$ cat src/rtl/ama_riscv_branch_compare_pipe.sv
// ama_riscv_branch_compare_pipe: pipelined RV branch comparator (MSB chunk first) with valid/ready and flush
// Ports: clk, rst_n (async active-low), flush (sync clear of in-flight entries);
//        input side  in_valid/in_ready carrying in_funct3, in_a, in_b, in_tag;
//        output side out_valid/out_ready carrying out_eq, out_lt, out_taken, out_err, out_tag.
module ama_riscv_branch_compare_pipe #(
  parameter int XLEN   = 32,
  parameter int STAGES = 2,
  parameter int TAG_W  = 4
) (
  input  logic             clk,
  input  logic             rst_n,
  input  logic             flush,
  input  logic             in_valid,
  output logic             in_ready,
  input  logic [2:0]       in_funct3,
  input  logic [XLEN-1:0]  in_a,
  input  logic [XLEN-1:0]  in_b,
  input  logic [TAG_W-1:0] in_tag,
  output logic             out_valid,
  input  logic             out_ready,
  output logic             out_eq,
  output logic             out_lt,
  output logic             out_taken,
  output logic             out_err,
  output logic [TAG_W-1:0] out_tag
);
  localparam int CHUNK = XLEN / STAGES;
  logic [STAGES-1:0] v, adv, v_in, eq_in, lt_in, eq_n, lt_n, eq_q, lt_q;
  logic [2:0] f3_in [STAGES];
  logic [2:0] f3_q [STAGES];
  logic [TAG_W-1:0] tag_in [STAGES];
  logic [TAG_W-1:0] tag_q [STAGES];
  logic [XLEN-1:0] a_in [STAGES];
  logic [XLEN-1:0] b_in [STAGES];
  logic [XLEN-1:0] a_q [STAGES];
  logic [XLEN-1:0] b_q [STAGES];
  logic [XLEN-1:0] sign_flip;
  logic [2:0] f3_last;
  logic rdy_q, taken_q, err_q, err_d, taken_d;
  // Flipping both sign bits turns a signed compare into an unsigned one
  assign sign_flip = in_funct3[1] ? '0 : {1'b1, {(XLEN-1){1'b0}}};
  // rdy_q keeps in_ready low during reset and until the first edge after release
  assign in_ready = adv[0] && !flush && rdy_q;
  always_comb begin
    adv[STAGES-1] = !v[STAGES-1] || out_ready;
    for (int k = STAGES-2; k >= 0; k--) adv[k] = !v[k] || adv[k+1];
  end
  // Stage operands are kept left-aligned: each stage shifts out the chunk it consumed
  always_comb begin
    v_in[0]   = in_valid && in_ready;
    f3_in[0]  = in_funct3;
    tag_in[0] = in_tag;
    a_in[0]   = in_a ^ sign_flip;
    b_in[0]   = in_b ^ sign_flip;
    eq_in[0]  = 1'b1;
    lt_in[0]  = 1'b0;
    for (int k = 1; k < STAGES; k++) begin
      v_in[k]   = v[k-1];
      f3_in[k]  = f3_q[k-1];
      tag_in[k] = tag_q[k-1];
      a_in[k]   = a_q[k-1];
      b_in[k]   = b_q[k-1];
      eq_in[k]  = eq_q[k-1];
      lt_in[k]  = lt_q[k-1];
    end
    for (int k = 0; k < STAGES; k++) begin
      eq_n[k] = eq_in[k] ? a_in[k][XLEN-1 -: CHUNK] == b_in[k][XLEN-1 -: CHUNK] : 1'b0;
      lt_n[k] = eq_in[k] ? a_in[k][XLEN-1 -: CHUNK] < b_in[k][XLEN-1 -: CHUNK] : lt_in[k];
    end
  end
  assign f3_last = f3_in[STAGES-1];
  assign err_d   = f3_last[2:1] == 2'b01;
  // funct3[2] selects lt vs eq, funct3[0] inverts
  assign taken_d = !err_d && ((f3_last[2] ? lt_n[STAGES-1] : eq_n[STAGES-1]) ^ f3_last[0]);
  always_ff @(posedge clk or negedge rst_n) begin
    if (!rst_n) begin
      v       <= '0;
      eq_q    <= '0;
      lt_q    <= '0;
      rdy_q   <= 1'b0;
      taken_q <= 1'b0;
      err_q   <= 1'b0;
      for (int k = 0; k < STAGES; k++) begin
        f3_q[k]  <= '0;
        tag_q[k] <= '0;
        a_q[k]   <= '0;
        b_q[k]   <= '0;
      end
    end else begin
      rdy_q <= 1'b1;
      for (int k = 0; k < STAGES; k++) begin
        if (flush) v[k] <= 1'b0;
        else if (adv[k]) v[k] <= v_in[k];
        if (adv[k]) begin
          f3_q[k]  <= f3_in[k];
          tag_q[k] <= tag_in[k];
          eq_q[k]  <= eq_n[k];
          lt_q[k]  <= lt_n[k];
          a_q[k]   <= a_in[k] << CHUNK;
          b_q[k]   <= b_in[k] << CHUNK;
        end
      end
      if (adv[STAGES-1]) begin
        taken_q <= taken_d;
        err_q   <= err_d;
      end
    end
  end
  assign out_valid = v[STAGES-1];
  assign out_eq    = eq_q[STAGES-1];
  assign out_lt    = lt_q[STAGES-1];
  assign out_taken = taken_q;
  assign out_err   = err_q;
  assign out_tag   = tag_q[STAGES-1];
endmodule

$ cat config.mk
export PLATFORM = sky130hd
export DESIGN_NAME = ama_riscv_branch_compare_pipe
export DESIGN_NICKNAME = d
export VERILOG_FILES = /design/src/rtl/ama_riscv_branch_compare_pipe.sv
export SDC_FILE = /design/constraint.sdc
export NUM_CORES = 1
export LEC_CHECK = 0
export ABC_AREA = 0
export CAP_MARGIN = 20
export CORE_MARGIN = 1.5
export CORE_UTILIZATION = 40
export DETAILED_ROUTE_END_ITERATION = 12
export PLACE_DENSITY_LB_ADDON = 0.05
export SETUP_SLACK_MARGIN = 0.05
export SLEW_MARGIN = 20
export SYNTH_ARGS = -nofsm -noshare
export SYNTH_HDL_FRONTEND = slang
export SYNTH_SLANG_ARGS = --single-unit
$ cat constraint.sdc
create_clock -name clk -period 5.6 [get_ports clk]
set_input_delay 0.56 -clock clk [delete_from_list [all_inputs] [get_ports clk]]
set_output_delay 0.56 -clock clk [all_outputs]
set_load 0.02 [all_outputs]
==> results of run 1 <==
state kept, by name (all words and copies together), names as in the netlist:
signal and count:
eq_q 2, a_in 16, out_taken 1, tag_in 4, v 2, f3_last 3
b_in 16, rdy_q 1, lt_q 2, out_tag 4, out_err 1
cell families after synthesis:
kind of cell,after synthesis
AND/OR/NAND/NOR,56
other,1
flip-flops,52
multiplexers,30
buffers and inverters,40
AO/OA/AOI/OAI,52
adder cells (fa/ha/maj),31
cell usage in the layout, fill, tap and decap left out, drive strengths merged:
cell type / count
a2111oi: 1
a21o: 6
a21oi: 11
a221oi: 1
a22oi: 1
a2bb2oi: 1
and2b: 1
and3: 1
and3b: 1
buf: 3
clkbuf: 6
clkdlybuf4s50: 84
clkinv: 1
conb: 1
dfrtp: 52
ha: 31
inv: 34
mux2: 28
mux2i: 2
nand2: 27
nand2b: 1
nand3: 5
nand3b: 1
nand4: 6
nand4b: 1
nor2: 6
nor2b: 3
nor3: 1
nor4: 1
o2111a: 1
o211a: 1
o211ai: 1
o21ai: 28
or2: 1
critical path, delay by kind of cell:
kind,cells,cell delay (ns)
and+or+nand+nor,3,0.80
buffers and inverters,2,0.92
where the power goes:
group | switching (mW) | total, mW | leakage [nW] | internal, mW
sequential | 0.0103 | 0.406 | 0.617 | 0.396
combinational | 0.0584 | 0.149 | 1.14 | 0.0902
clock | 0.124 | 0.225 | 0.0516 | 0.101
total | 0.192 | 0.780 | 1.81 | 0.587
final cells by class:
type / instances / share of cell area
Inverter: 33 / 0.0326
Timing Repair Buffer: 87 / 0.227
Tap cell: 80 / 0.0263
Multi-Input combinational cell: 170 / 0.347
Clock inverter: 2 / 0.00362
Clock buffer: 6 / 0.0217
Sequential cell: 52 / 0.342
per-layer routing:
layer / GRT usage / vias up
met5: 0 / -
met4: 0.0440 / 0
met3: 0.0457 / 5
met2: 0.253 / 56
met1: 0.185 / 947
li1: - / 1071
path summary, 6_finish.rpt:
check / startpoint / to / cells past startpoint
setup reg to reg: b_in[31] / out_taken / 8
hold / removal: rst_n / a_in[22] / 2
max in group asynchronous: rst_n / b_in[17] / 2
setup / recovery: out_ready / in_ready / 5
hold reg to reg: eq_q[1] / eq_q[1] / 2
min in group clk: eq_q[1] / eq_q[1] / 2
==> impl_metrics.toml, run 1 <==
[outcome]
status = "finished clean"

[clock_tree]
cts_buffer_depth = 2
cts_resized = 0
h-tree-depth = 2
clk_pin_slew_ns = 0.10
clk_latency_ns = 0.31
cts_sinks = 52
postCtsHoldBufs = 0
cts-buffers-inserted = 5
tritoncts = "done"
post_cts_buffers = 0
cts-root-buf = "clkbuf_8"

[power]
power.leakage_nw = 1.81
peakVddDrop_mv = 0.108
total_power_mw = 0.780
power_density_nw_per_um2 = 205

[grt]
grt_max_degree = 60
grt_pass1_vias = 2130
overflow = 0
antenna_found_initial = 0
grt_use_total = 0.150
grt_pass1_wl_um = 8910

[timing]
rsz0062_at_grt = "no"
worstMarginPinSlew_ns = 0.651
fin_crit_ns = 2.84
max_slew_margin = 0.566
holdWs_ns = 0.342
finalCritPeriodShare = 0.507
slew_violations = 0
finalClockSkew_ns = 0.0148
worst_slack_ns = 2.76
max_clock_freq_mhz = 352
finalSetupViolCount = 0
fin_setup_tns_ns = 0
final-hold-violation-count = 0

[die]
die_height_um = 86.3
io-pin-count = 86
fp.dieW_um = 86.3
start_util = 0.411
die-area_sq_um = 7440
rows = 30
core_sq_um = 6760

[detailed_routing]
routed_wl_um = 5120
wl_met1_um = 2320
wl_per_cell_um = 11.9
via_per_inst = 4.83
first_pass_iters = 4
vias = 2079
drcViolationCount = 0
drt_iter0_markers = 57
met3_length_um = 361
final_antenna_net_count = 0
highest_layer = "met4"
met2_length_um = 2370

[critical_path]
crit_chain = "clkdlybuf4s50_1 > and2b_1 > nand2_2 > and3b_1 > clkdlybuf4s50_1"
crit_type = "input pin to primary output"
required_ns = 5.04
path_max_fanout = 14
arrival_ns = 2.28
path_common_cell = "clkdlybuf4s50_1"
rrSetupSlack_ns = 3.55
cpPeakStageDelay_ns = 0.53
start_kind = "input pin"
critPathSlowestCell = "clkdlybuf4s50_1"
cp-end-kind = "primary output"

[synth]
synth_xor_xnor_area_share = 0
synth_common_cells = "dfrtp_1, inv_1, ha_1, mux2_2, o21ai_0"
yosysWarnings = 0
avgSynthCellArea_sq_um = 10.6
synth_most_common_cell = "dfrtp_1"
synthArstFlopShare = 1.00
synthMuxAreaShare = 0.121
syn_inst = 262
synthAdderAreaFrac = 0.140
synth_area_leader_cell = "dfrtp_1"
ys_top_cells_by_area = "dfrtp_1, ha_1, mux2_2"
synth_top_family_by_area = "adder cells"
synth-compound-area-share = 0.111
synth.distinct_cells = 35
synthSimpleGateAreaFrac = 0.101
syn-cell-area_sq_um = 2770
synth_ff_type = "dfrtp_1"
synth_edf_count = 0
ys_ff_latch = 52
synth.top_cell.area_share = 0.469
ys_seq_area_frac = 0.469
synth_nets = 369

[placed_design]
hpwl_um = 3850
post-place-ws_ns = 2.74
routabilityCongestion = 0.689
io_buffers = 85
dpl_cell_area_sq_um = 3700
dp.cells = 422

[hold_path]
hold_path_class = "input pin to asynchronous set/reset pin"

[finish]
seqCellArea_sq_um = 1300
antennaDiodeCount = 0
fillers = 632
nets = 456
drive_gt1_frac = 0.126
stdcell_area_sq_um = 3800
syn2layout_area_growth_pct = 37.0
stdcell_count = 430
final_core_util = 0.562
multi_input_area_sq_um = 1320

[job]
drv_cap = 0
Power figures use the tool's default switching activity.
==> run 2, diff against run 1 <==
==> constraint.sdc (replaced) <==
create_clock -name clk -period 2.73 [get_ports clk]
set_input_delay 0.273 -clock clk [delete_from_list [all_inputs] [get_ports clk]]
set_output_delay 0.273 -clock clk [all_outputs]
set_load 0.02 [all_outputs]
==> impl_metrics.toml, run 2 (synthesis results as in run 1) <==
[die]
rows = 30
die-area_sq_um = 7440
io-pin-count = 86
die_height_um = 86.3
core_sq_um = 6760
start_util = 0.411
fp.dieW_um = 86.3

[timing]
max_clock_freq_mhz = 486
slew_violations = 0
worstMarginPinSlew_ns = 0.889
worst_slack_ns = 0.671
rsz0062_at_grt = "no"
fin_crit_ns = 2.06
final-hold-violation-count = 0
finalCritPeriodShare = 0.754
max_slew_margin = 0.407
finalClockSkew_ns = 0.0105
fin_setup_tns_ns = 0
finalSetupViolCount = 0

[finish]
nets = 457
antennaDiodeCount = 0
syn2layout_area_growth_pct = 37.2
layout_common_cells = "clkdlybuf4s50_1, dfrtp_1, inv_1, ha_1"
drive_gt1_frac = 0.125
seqCellArea_sq_um = 1300
stdcell_count = 431
multi_input_area_sq_um = 1320
stdcell_area_sq_um = 3800
final_core_util = 0.563
final_common_cell = "clkdlybuf4s50_1"
fillers = 634

[detailed_routing]
vias = 2110
drt_iter0_markers = 37
wl_per_cell_um = 12.2
via_per_inst = 4.90
first_pass_iters = 4
routed_wl_um = 5240
drcViolationCount = 0
final_antenna_net_count = 0

[placed_design]
post-place-ws_ns = 0.671
dp.cells = 423
io_buffers = 85
hpwl_um = 4030
dpl_cell_area_sq_um = 3710
routabilityCongestion = 0.704

[critical_path]
crit_type = "register to register"
start_kind = "register"
worstReg2RegStart = "a_in[23]"
path_max_fanout = 2
required_ns = 2.92
rrSetupSlack_ns = 0.67
r2r_cells = 7
cp-end-kind = "register"
r2r_end = "out_taken"
arrival_ns = 2.25

[power]
power.leakage_nw = 1.81
p_comb_frac = 0.195
p_int_mw = 1.20
switching_share = 0.241
power_density_nw_per_um2 = 417
power.share.clock = 0.280
peakVddDrop_mv = 0.189
pwr-share-seq = 0.525
p_switching_mw = 0.381

[grt]
overflow = 0
grt_use_total = 0.154
grt_pass1_wl_um = 9150
grt_max_degree = 60
antenna_found_initial = 0
grt_pass1_vias = 2168

[clock_tree]
post_cts_buffers = 0
cts_buffer_depth = 2
cts-buffers-inserted = 5
cts_resized = 0
clk_latency_ns = 0.30
tritoncts = "done"
clk_pin_slew_ns = 0.09
h-tree-depth = 2
cts-root-buf = "clkbuf_8"
postCtsHoldBufs = 0
cts_sinks = 52

[outcome]
status = "finished clean"

[job]
drv_cap = 0

[hold_path]
hold_path_class = "input pin to asynchronous set/reset pin"
run 2: cell type report:
| class | instances | share of cell area |
|---|---|---|
| tap | 80 | 0.0263 |
| clock buffer | 7 | 0.0227 |
| multi-input combinational | 170 | 0.346 |
| sequential | 52 | 0.342 |
| timing repair buffer | 88 | 0.228 |
| clock inverter | 1 | 0.00197 |
| inverter | 33 | 0.0326 |
run 2: metal layers:
layer / part of all wire / GRT usage / wire [um]
met2: 0.46 / 0.265 / 2420
met3: 0.066 / 0.0400 / 348
met4: 0.012 / 0.0440 / 62
met1: 0.46 / 0.192 / 2410
met5: 0 / 0 / 0
run 2: how the worst max path moves through the flow:
| stage | from | endpoint | slack (ns) | cells after the start |
|---|---|---|---|---|
| finish | a_in[23] | out_taken | 0.67 | 7 |
| global route | a_in[23] | out_taken | 0.49 | 7 |
| CTS | a_in[23] | out_taken | 0.65 | 7 |
| detailed placement | a_in[23] | out_taken | 0.67 | 7 |
| global placement | a_in[21] | out_taken | 0.68 | 7 |
| floorplan | a_in[23] | out_taken | 0.94 | 7 |
run 2: critical path, cell delays in order (launching register included):
cell and delay, ns:
dfrtp_1 0.39, ha_1 0.32, nand2_1 0.13, o21ai_0 0.13, a2111oi_1 0.56, nand4b_1 0.19, mux2i_1 0.17, nand2_1 0.06
run 2: power by group through the flow:
| stage | Sequential [mW] | Combinational (mW) | Clock (mW) |
|---|---|---|---|
| final | 0.832 | 0.309 | 0.445 |
| after global routing | 0.839 | 0.352 | 0.491 |
| after CTS | 0.833 | 0.316 | 0.466 |
| after detailed placement | 0.848 | 0.314 | 0 |
| after global placement | 0.848 | 0.311 | 0 |
| after floorplan | 0.855 | 0.129 | 0 |
run 2: stage by stage:
stage                     total power, mW  hold WS (ns)
after floorplan                     0.984       -0.0226
after global placement               1.16         0.450
after detailed placement             1.16         0.443
after global routing                 1.68         0.157
final                                1.59        0.0928
after CTS                            1.62         0.119
==> run 3, diff against run 2 <==
==> constraint.sdc (replaced) <==
create_clock -name clk -period 1.95 [get_ports clk]
set_input_delay 0.195 -clock clk [delete_from_list [all_inputs] [get_ports clk]]
set_output_delay 0.195 -clock clk [all_outputs]
set_load 0.02 [all_outputs]
==> impl_metrics.toml, run 3 (synthesis results as in run 1) <==
[clock_tree]
cts_sinks = 52
clk_pin_slew_ns = 0.10
tritoncts = "done"
cts_buffer_depth = 2
cts-root-buf = "clkbuf_8"
clk_latency_ns = 0.31
h-tree-depth = 2
cts-buffers-inserted = 5

[detailed_routing]
first_pass_iters = 4
routed_wl_um = 5510
drt_iter0_markers = 54
final_antenna_net_count = 0
drcViolationCount = 0
vias = 2128
wl_per_cell_um = 12.7
via_per_inst = 4.89

[critical_path]
r2r_cells = 7
crit_type = "register to register"
required_ns = 2.16
cp-end-kind = "register"
start_kind = "register"
path_max_fanout = 3
arrival_ns = 2.12

[finish]
layout_common_cells = "clkdlybuf4s50_1, dfrtp_1, inv_1, mux2_2, o21ai_0"
syn2layout_area_growth_pct = 43.3
fillers = 619
nets = 461
final_common_cell = "clkdlybuf4s50_1"
antennaDiodeCount = 0
drive_gt1_frac = 0.166

[die]
die-area_sq_um = 7440
fp.dieW_um = 86.3
start_util = 0.411
io-pin-count = 86
core_sq_um = 6760
die_height_um = 86.3
rows = 30

[placed_design]
hpwl_um = 4030
io_buffers = 85
routabilityCongestion = 0.705
post-place-ws_ns = -0.0773

[timing]
finalSetupViolCount = 0
rsz0062_at_grt = "yes"
worstMarginPinSlew_ns = 0.661
slew_violations = 0
max_clock_freq_mhz = 523
final-hold-violation-count = 13
max_slew_margin = 0.560
worst_slack_ns = 0.0365
finalCritPeriodShare = 0.981
holdWs_ns = -0.0214
fin_setup_tns_ns = 0
finalClockSkew_ns = 0.0134
fin_crit_ns = 1.91

[power]
power.share.clock = 0.286
power.leakage_nw = 1.85
p_comb_frac = 0.205
p_int_mw = 1.71
switching_share = 0.254
pwr-share-seq = 0.510
peakVddDrop_mv = 0.289
p_switching_mw = 0.584
power_density_nw_per_um2 = 578

[job]
drv_cap = 0

[grt]
grt_use_total = 0.161
overflow = 0
grt_pass1_wl_um = 9490
grt_max_degree = 60
grt_pass1_vias = 2183
antenna_found_initial = 0

[outcome]
violations = "hold timing"
status = "finished with violations"

[hold_path]
hold_path_class = "input pin to asynchronous set/reset pin"
## run 3: worst paths after layout
kind,startpoint,endpoint,slack [ns]
worst min-delay path,rst_n,b_in[20],-0.02
worst min register to register,eq_q[1],eq_q[1],0.50
worst max-delay path,a_in[30],out_taken,0.04
max in group asynchronous,rst_n,b_in[31],1.50
min in group clk,in_b[8],b_in[24],0.43
worst max register to register,a_in[30],out_taken,0.04
## run 3: final cells by class
class	instances	area, sq um	share of cell area
Timing Repair Buffer	92	910	0.229
Sequential cell	52	1300	0.327
Multi-Input combinational cell	170	1440	0.363
Clock buffer	6	82.6	0.0208
Inverter	33	124	0.0312
Clock inverter	2	13.8	0.00346
Tap cell	80	100	0.0252
## run 3: what timing repair did
action,CTS,global route
resized for setup,7,8
cloned,0,0
hold buffers,0,0
buffers inserted,1,2
pin swaps,3,10
endpoints found under the setup margin,3,2
## run 3: critical path, cell delays in order (launching register included)
cell,delay (ns)
dfrtp_1,0.43
ha_4,0.30
nand4_4,0.13
nor4_4,0.31
nand4_1,0.17
o2111a_1,0.28
mux2i_1,0.12
nand2_1,0.06
## run 3: per-layer routing
layer / vias up / routed length [um] / GRT usage
met5: - / 0 / 0
met4: 0 / 70 / 0.0484
met3: 6 / 379 / 0.0448
met2: 62 / 2600 / 0.264
met1: 976 / 2460 / 0.207
li1: 1084 / - / -
## run 3: power by group through the flow
stage	registers [mW]	logic (mW)	clock network [mW]
2_1_floorplan	1.20	0.181	0
3_3_place_gp	1.19	0.436	0
3_5_place_dp	1.19	0.441	0
4_1_cts	1.17	0.460	0.684
5_1_grt	1.18	0.533	0.713
6_report	1.17	0.470	0.656
## run 3: metrics by stage
stage	hold WS (ns)	area (sq um)	util	instances	power, mW
after floorplan	-0.101	2770	-	262	1.38
after global placement	0.360	3730	0.552	424	1.62
after detailed placement	0.362	3730	0.552	424	1.63
after CTS	0.0173	3890	0.576	433	2.31
after global routing	0.0451	3970	0.588	435	2.42
final	-0.0214	3970	0.588	435	2.30
==> RTL edit 1: new RTL, config.mk and constraints of run 1 <==
Make the reset (`rst_n`) synchronous in one clocked block. Comments in the files are not updated.
--- a/src/rtl/ama_riscv_branch_compare_pipe.sv
+++ b/src/rtl/ama_riscv_branch_compare_pipe.sv
@@ -74,3 +74,3 @@
   assign taken_d = !err_d && ((f3_last[2] ? lt_n[STAGES-1] : eq_n[STAGES-1]) ^ f3_last[0]);
-  always_ff @(posedge clk or negedge rst_n) begin
+  always_ff @(posedge clk) begin
     if (!rst_n) begin
Formal check against the unedited RTL: differs if rst_n is asserted again (counterexample within 4 cycles, from zero or initial values and one cycle with rst_n low); with rst_n held inactive, the same outputs for 10 cycles.
==> RTL edit 1 against run 1 <==
Area after synthesis up 1.8%. Routed wire length fell by 4.2%. Combinational power shrank 8%. Power grew 7.5%. Count of clock-buffer cells in the layout fell by 1. Clock skew shrank 0.0073 ns. Setup slack worse by 0.10 ns. Sequential share of layout area up 3.5 points. Cell area rose by 2.5%. Cell count grew 1.2%. Non-clock buffer count down 1. Clock power rose by 15%. Sequential cell count unchanged. Largest cell class is now registers. Largest power group unchanged.
==> RTL edit 1: results (changes against run 1) <==
sum of met3 wire segment lengths after detailed routing -> 317 um (was 361 um)
clock buffer and inverter area fraction after layout -> 2.956% (was 2.535%)
global-route usage over all layers -> 14.05% (was 14.99%)
Synth area leaders -> sky130_fd_sc_hd__edfxtp_1, sky130_fd_sc_hd__ha_1, sky130_fd_sc_hd__and2_1 (was sky130_fd_sc_hd__dfrtp_1, sky130_fd_sc_hd__ha_1, sky130_fd_sc_hd__mux2_2)
Layout Skew -> 0.007518 ns (was 0.01479 ns)
signal arrival time at the worst endpoint -> 2.38 ns (was 2.28 ns)
post-synthesis adder-cell area fraction -> 13.73% (was 13.98%)
met1 wire length -> 2382 um (was 2324 um)
total die area -> 7576 um2 (was 7443 um2)
fin util -> 57.31% (was 56.24%)
share of the synthesized area in compound gates (AO/OA/AOI/OAI) -> 9.212% (was 11.10%)
total wire length after detailed routing -> 4900 um (was 5116 um)
Nets -> 445 (was 456)
sequential share of the synthesized area -> 52.08% (was 46.91%)
final estimated routing congestion in global placement -> 0.7316 (was 0.6885)
worst IR drop on VDD -> 0.1293 mV (was 0.1079 mV)
number of placed cells counting well taps -> 427 (was 422)
Sequential Power -> 0.442 mW (was 0.406 mW)
multi-input combinational cell area -> 1205 um2 (was 1318 um2)
GR Util met3 -> 3.602% (was 4.571%)
number of fillers in the final layout -> 621 (was 632)
list of most frequent post-synthesis cells -> sky130_fd_sc_hd__and2_1, sky130_fd_sc_hd__edfxtp_1, sky130_fd_sc_hd__inv_1, sky130_fd_sc_hd__ha_1, sky130_fd_sc_hd__a21oi_1 (was sky130_fd_sc_hd__dfrtp_1, sky130_fd_sc_hd__inv_1, sky130_fd_sc_hd__ha_1, sky130_fd_sc_hd__mux2_2, sky130_fd_sc_hd__o21ai_0)
number of multi-input combinational cells in the layout -> 160 (was 170)
power dissipated in the clock network -> 0.259 mW (was 0.225 mW)
Cells after Synth -> 252 (was 262)
FFs & Latches -> 52 (unchanged)
status -> finished, final reports clean (unchanged)
multiplexer fraction of the synthesized cell area -> 0% (was 12.09%)
met1 Usage GRT -> 19.31% (was 18.54%)
Synth Area in XOR/XNOR -> 0.3100% (was 0%)
path category of the worst min-delay check -> flop to flop (was input port to asynchronous set/reset pin)
cell area after placement -> 3779 um2 (was 3704 um2)
slew at the pin closest to its max-slew limit -> 0.8903 ns (was 0.6514 ns)
Iter 0 DRT Violations -> 43 (was 57)
post-synth cell types -> 36 (was 35)
vias in the first global route -> 1823 (was 2130)
Plain + repair buffers -> 86 (was 87)
DR WL met2 -> 2158 um (was 2371 um)
pin count of the biggest net entering global routing -> 44 (was 60)
[RTL edit 1: worst reg2reg max path, cell delays in order, from the launching register on]
cell and delay, ns:
sky130_fd_sc_hd__edfxtp_1 0.38, sky130_fd_sc_hd__ha_1 0.34, sky130_fd_sc_hd__nand4_2 0.13, sky130_fd_sc_hd__or4_4 0.59, sky130_fd_sc_hd__a21o_1 0.21, sky130_fd_sc_hd__a41oi_2 0.18, sky130_fd_sc_hd__xor2_1 0.18, sky130_fd_sc_hd__o21ai_1 0.08
[RTL edit 1: final timing paths]
kind,start,endpoint,slack [ns],cells past startpoint
worst max-delay path,out_ready,in_ready,2.66,5
worst min-delay path,v[0],v[1],0.47,2
worst max register to register,a_q[0][15],out_taken,3.42,7
worst min register to register,v[0],v[1],0.47,2
[RTL edit 1: logic make-up after synthesis]
family                   Yosys count
XOR/XNOR                           1
flip-flops                        52
adder cells (fa/ha/maj)           31
buffers and inverters             40
AND/OR/NAND/NOR                   91
AO/OA/AOI/OAI                     37
==> RTL edit 2: new RTL, settings of run 1 <==
Made on the original files. Change the parameter `STAGES` from 2 to 1.
--- a/src/rtl/ama_riscv_branch_compare_pipe.sv
+++ b/src/rtl/ama_riscv_branch_compare_pipe.sv
@@ -6,3 +6,3 @@
   parameter int XLEN   = 32,
-  parameter int STAGES = 2,
+  parameter int STAGES = 1,
   parameter int TAG_W  = 4
Function: changed (a bounded check fails within 4 cycles, from zero or initial values and one cycle with rst_n low).
==> RTL edit 2 against run 1 <==
Area after synthesis shrank 54%. Power is 65% lower. Largest power group is now combinational cells. Setup slack better by 0.081 ns. Cell area down 42%. Sequential share of layout area fell by 23 points. Highest routed layer is now met3. Sequential cell count is 42 lower. Global-route usage rose by 3.0 points. Routed wire length down 43%.
==> RTL edit 2: results (changes against run 1) <==
status -> finished, final reports clean (unchanged)
share of final-layout standard cells stronger than drive strength 1 -> 3.239% (was 12.57%)
global-route wire length before repair -> 5071 um (was 8907 um)
Placement Setup Slack -> 2.754 ns (was 2.737 ns)
Layout Skew -> 0.0004100 ns (was 0.01479 ns)
global-route usage over all layers -> 17.96% (was 14.99%)
number of nets produced by synthesis -> 269 (was 369)
power density cells -> 122.0 nW/um2 (was 205.2 nW/um2)
insertion delay of the later-clocked pin in the worst-skew pair -> 0.25 ns (was 0.31 ns)
total number of H-tree levels -> 1 (was 2)
clk root buf -> sky130_fd_sc_hd__clkbuf_4 (was sky130_fd_sc_hd__clkbuf_8)
DR WL met2 -> 1494 um (was 2371 um)
worst IR drop on VDD -> 0.07465 mV (was 0.1079 mV)
Nets -> 357 (was 456)
final estimated routing congestion in global placement -> 0.7507 (was 0.6885)
leakage dissipation -> 1.077 nW (was 1.808 nW)
maximum net fanout on the critical path -> 11 (was 14)
sum of met3 wire segment lengths after detailed routing -> 195 um (was 361 um)
met2 Track Usage GR -> 34.16% (was 25.34%)
Plain + repair buffers -> 85 (was 87)
flip-flop and latch area -> 250.2 um2 (was 1301 um2)
total wire length after detailed routing -> 2907 um (was 5116 um)
post-synth cell types -> 32 (was 35)
total via count in the routed design -> 1401 (was 2079)
multi-input combinational cell area -> 907.1 um2 (was 1318 um2)
sequential share of the synthesized area -> 19.42% (was 46.91%)
average wire per standard cell -> 9.990 um (was 11.90 um)
Iter 0 DRT Violations -> 28 (was 57)
highest cell delay on the worst timing path -> 0.56 ns (was 0.53 ns)
Slew headroom -> 54.41% (was 56.58%)
clock-pin slew of the registers on the worst-case setup and hold paths -> 0.06 ns (was 0.10 ns)
average cell area after synthesis -> 8.005 um2 (was 10.59 um2)
list of most frequent post-synthesis cells -> sky130_fd_sc_hd__inv_1, sky130_fd_sc_hd__ha_1, sky130_fd_sc_hd__nand2_1, sky130_fd_sc_hd__a21oi_1, sky130_fd_sc_hd__dfrtp_1 (was sky130_fd_sc_hd__dfrtp_1, sky130_fd_sc_hd__inv_1, sky130_fd_sc_hd__ha_1, sky130_fd_sc_hd__mux2_2, sky130_fd_sc_hd__o21ai_0)
highest routed metal layer -> met3 (was met4)
met1 Usage GRT -> 20.66% (was 18.54%)
signal buffers share of area -> 38.51% (was 22.65%)
dpl hpwl -> 2680 um (was 3846 um)
number of multi-input combinational cells in the layout -> 116 (was 170)
fin util -> 72.38% (was 56.24%)
multiplexer fraction of the synthesized cell area -> 0.8738% (was 12.09%)
RTL edit 2: cell count changes after synthesis, sizes merged, moves of 4 or more:
cell	delta
mux2	-27
buf	-4
o21ai	-23
dfrtp	-42
a21o	-5
nand2	-6
RTL edit 2: final timing paths:
kind,startpoint,end,slack (ns),cells past startpoint
max in group asynchronous,rst_n,out_eq,4.68,1
setup / recovery,out_ready,in_ready,2.84,4
hold reg to reg,out_tag[2],out_tag[2],0.47,2
min in group asynchronous,rst_n,out_tag[3],0.62,1
setup reg to reg,out_valid,out_taken,3.88,5
hold / removal,out_tag[2],out_tag[2],0.47,2
RTL edit 2: where the power goes:
group / internal, mW / switching (mW) / total (mW) / leakage (nW)
logic: 0.0854 / 0.0568 / 0.142 / 0.941
clock network: 0.0247 / 0.0215 / 0.0461 / 0.0138
registers: 0.0782 / 0.00302 / 0.0813 / 0.123
total: 0.188 / 0.0813 / 0.270 / 1.08
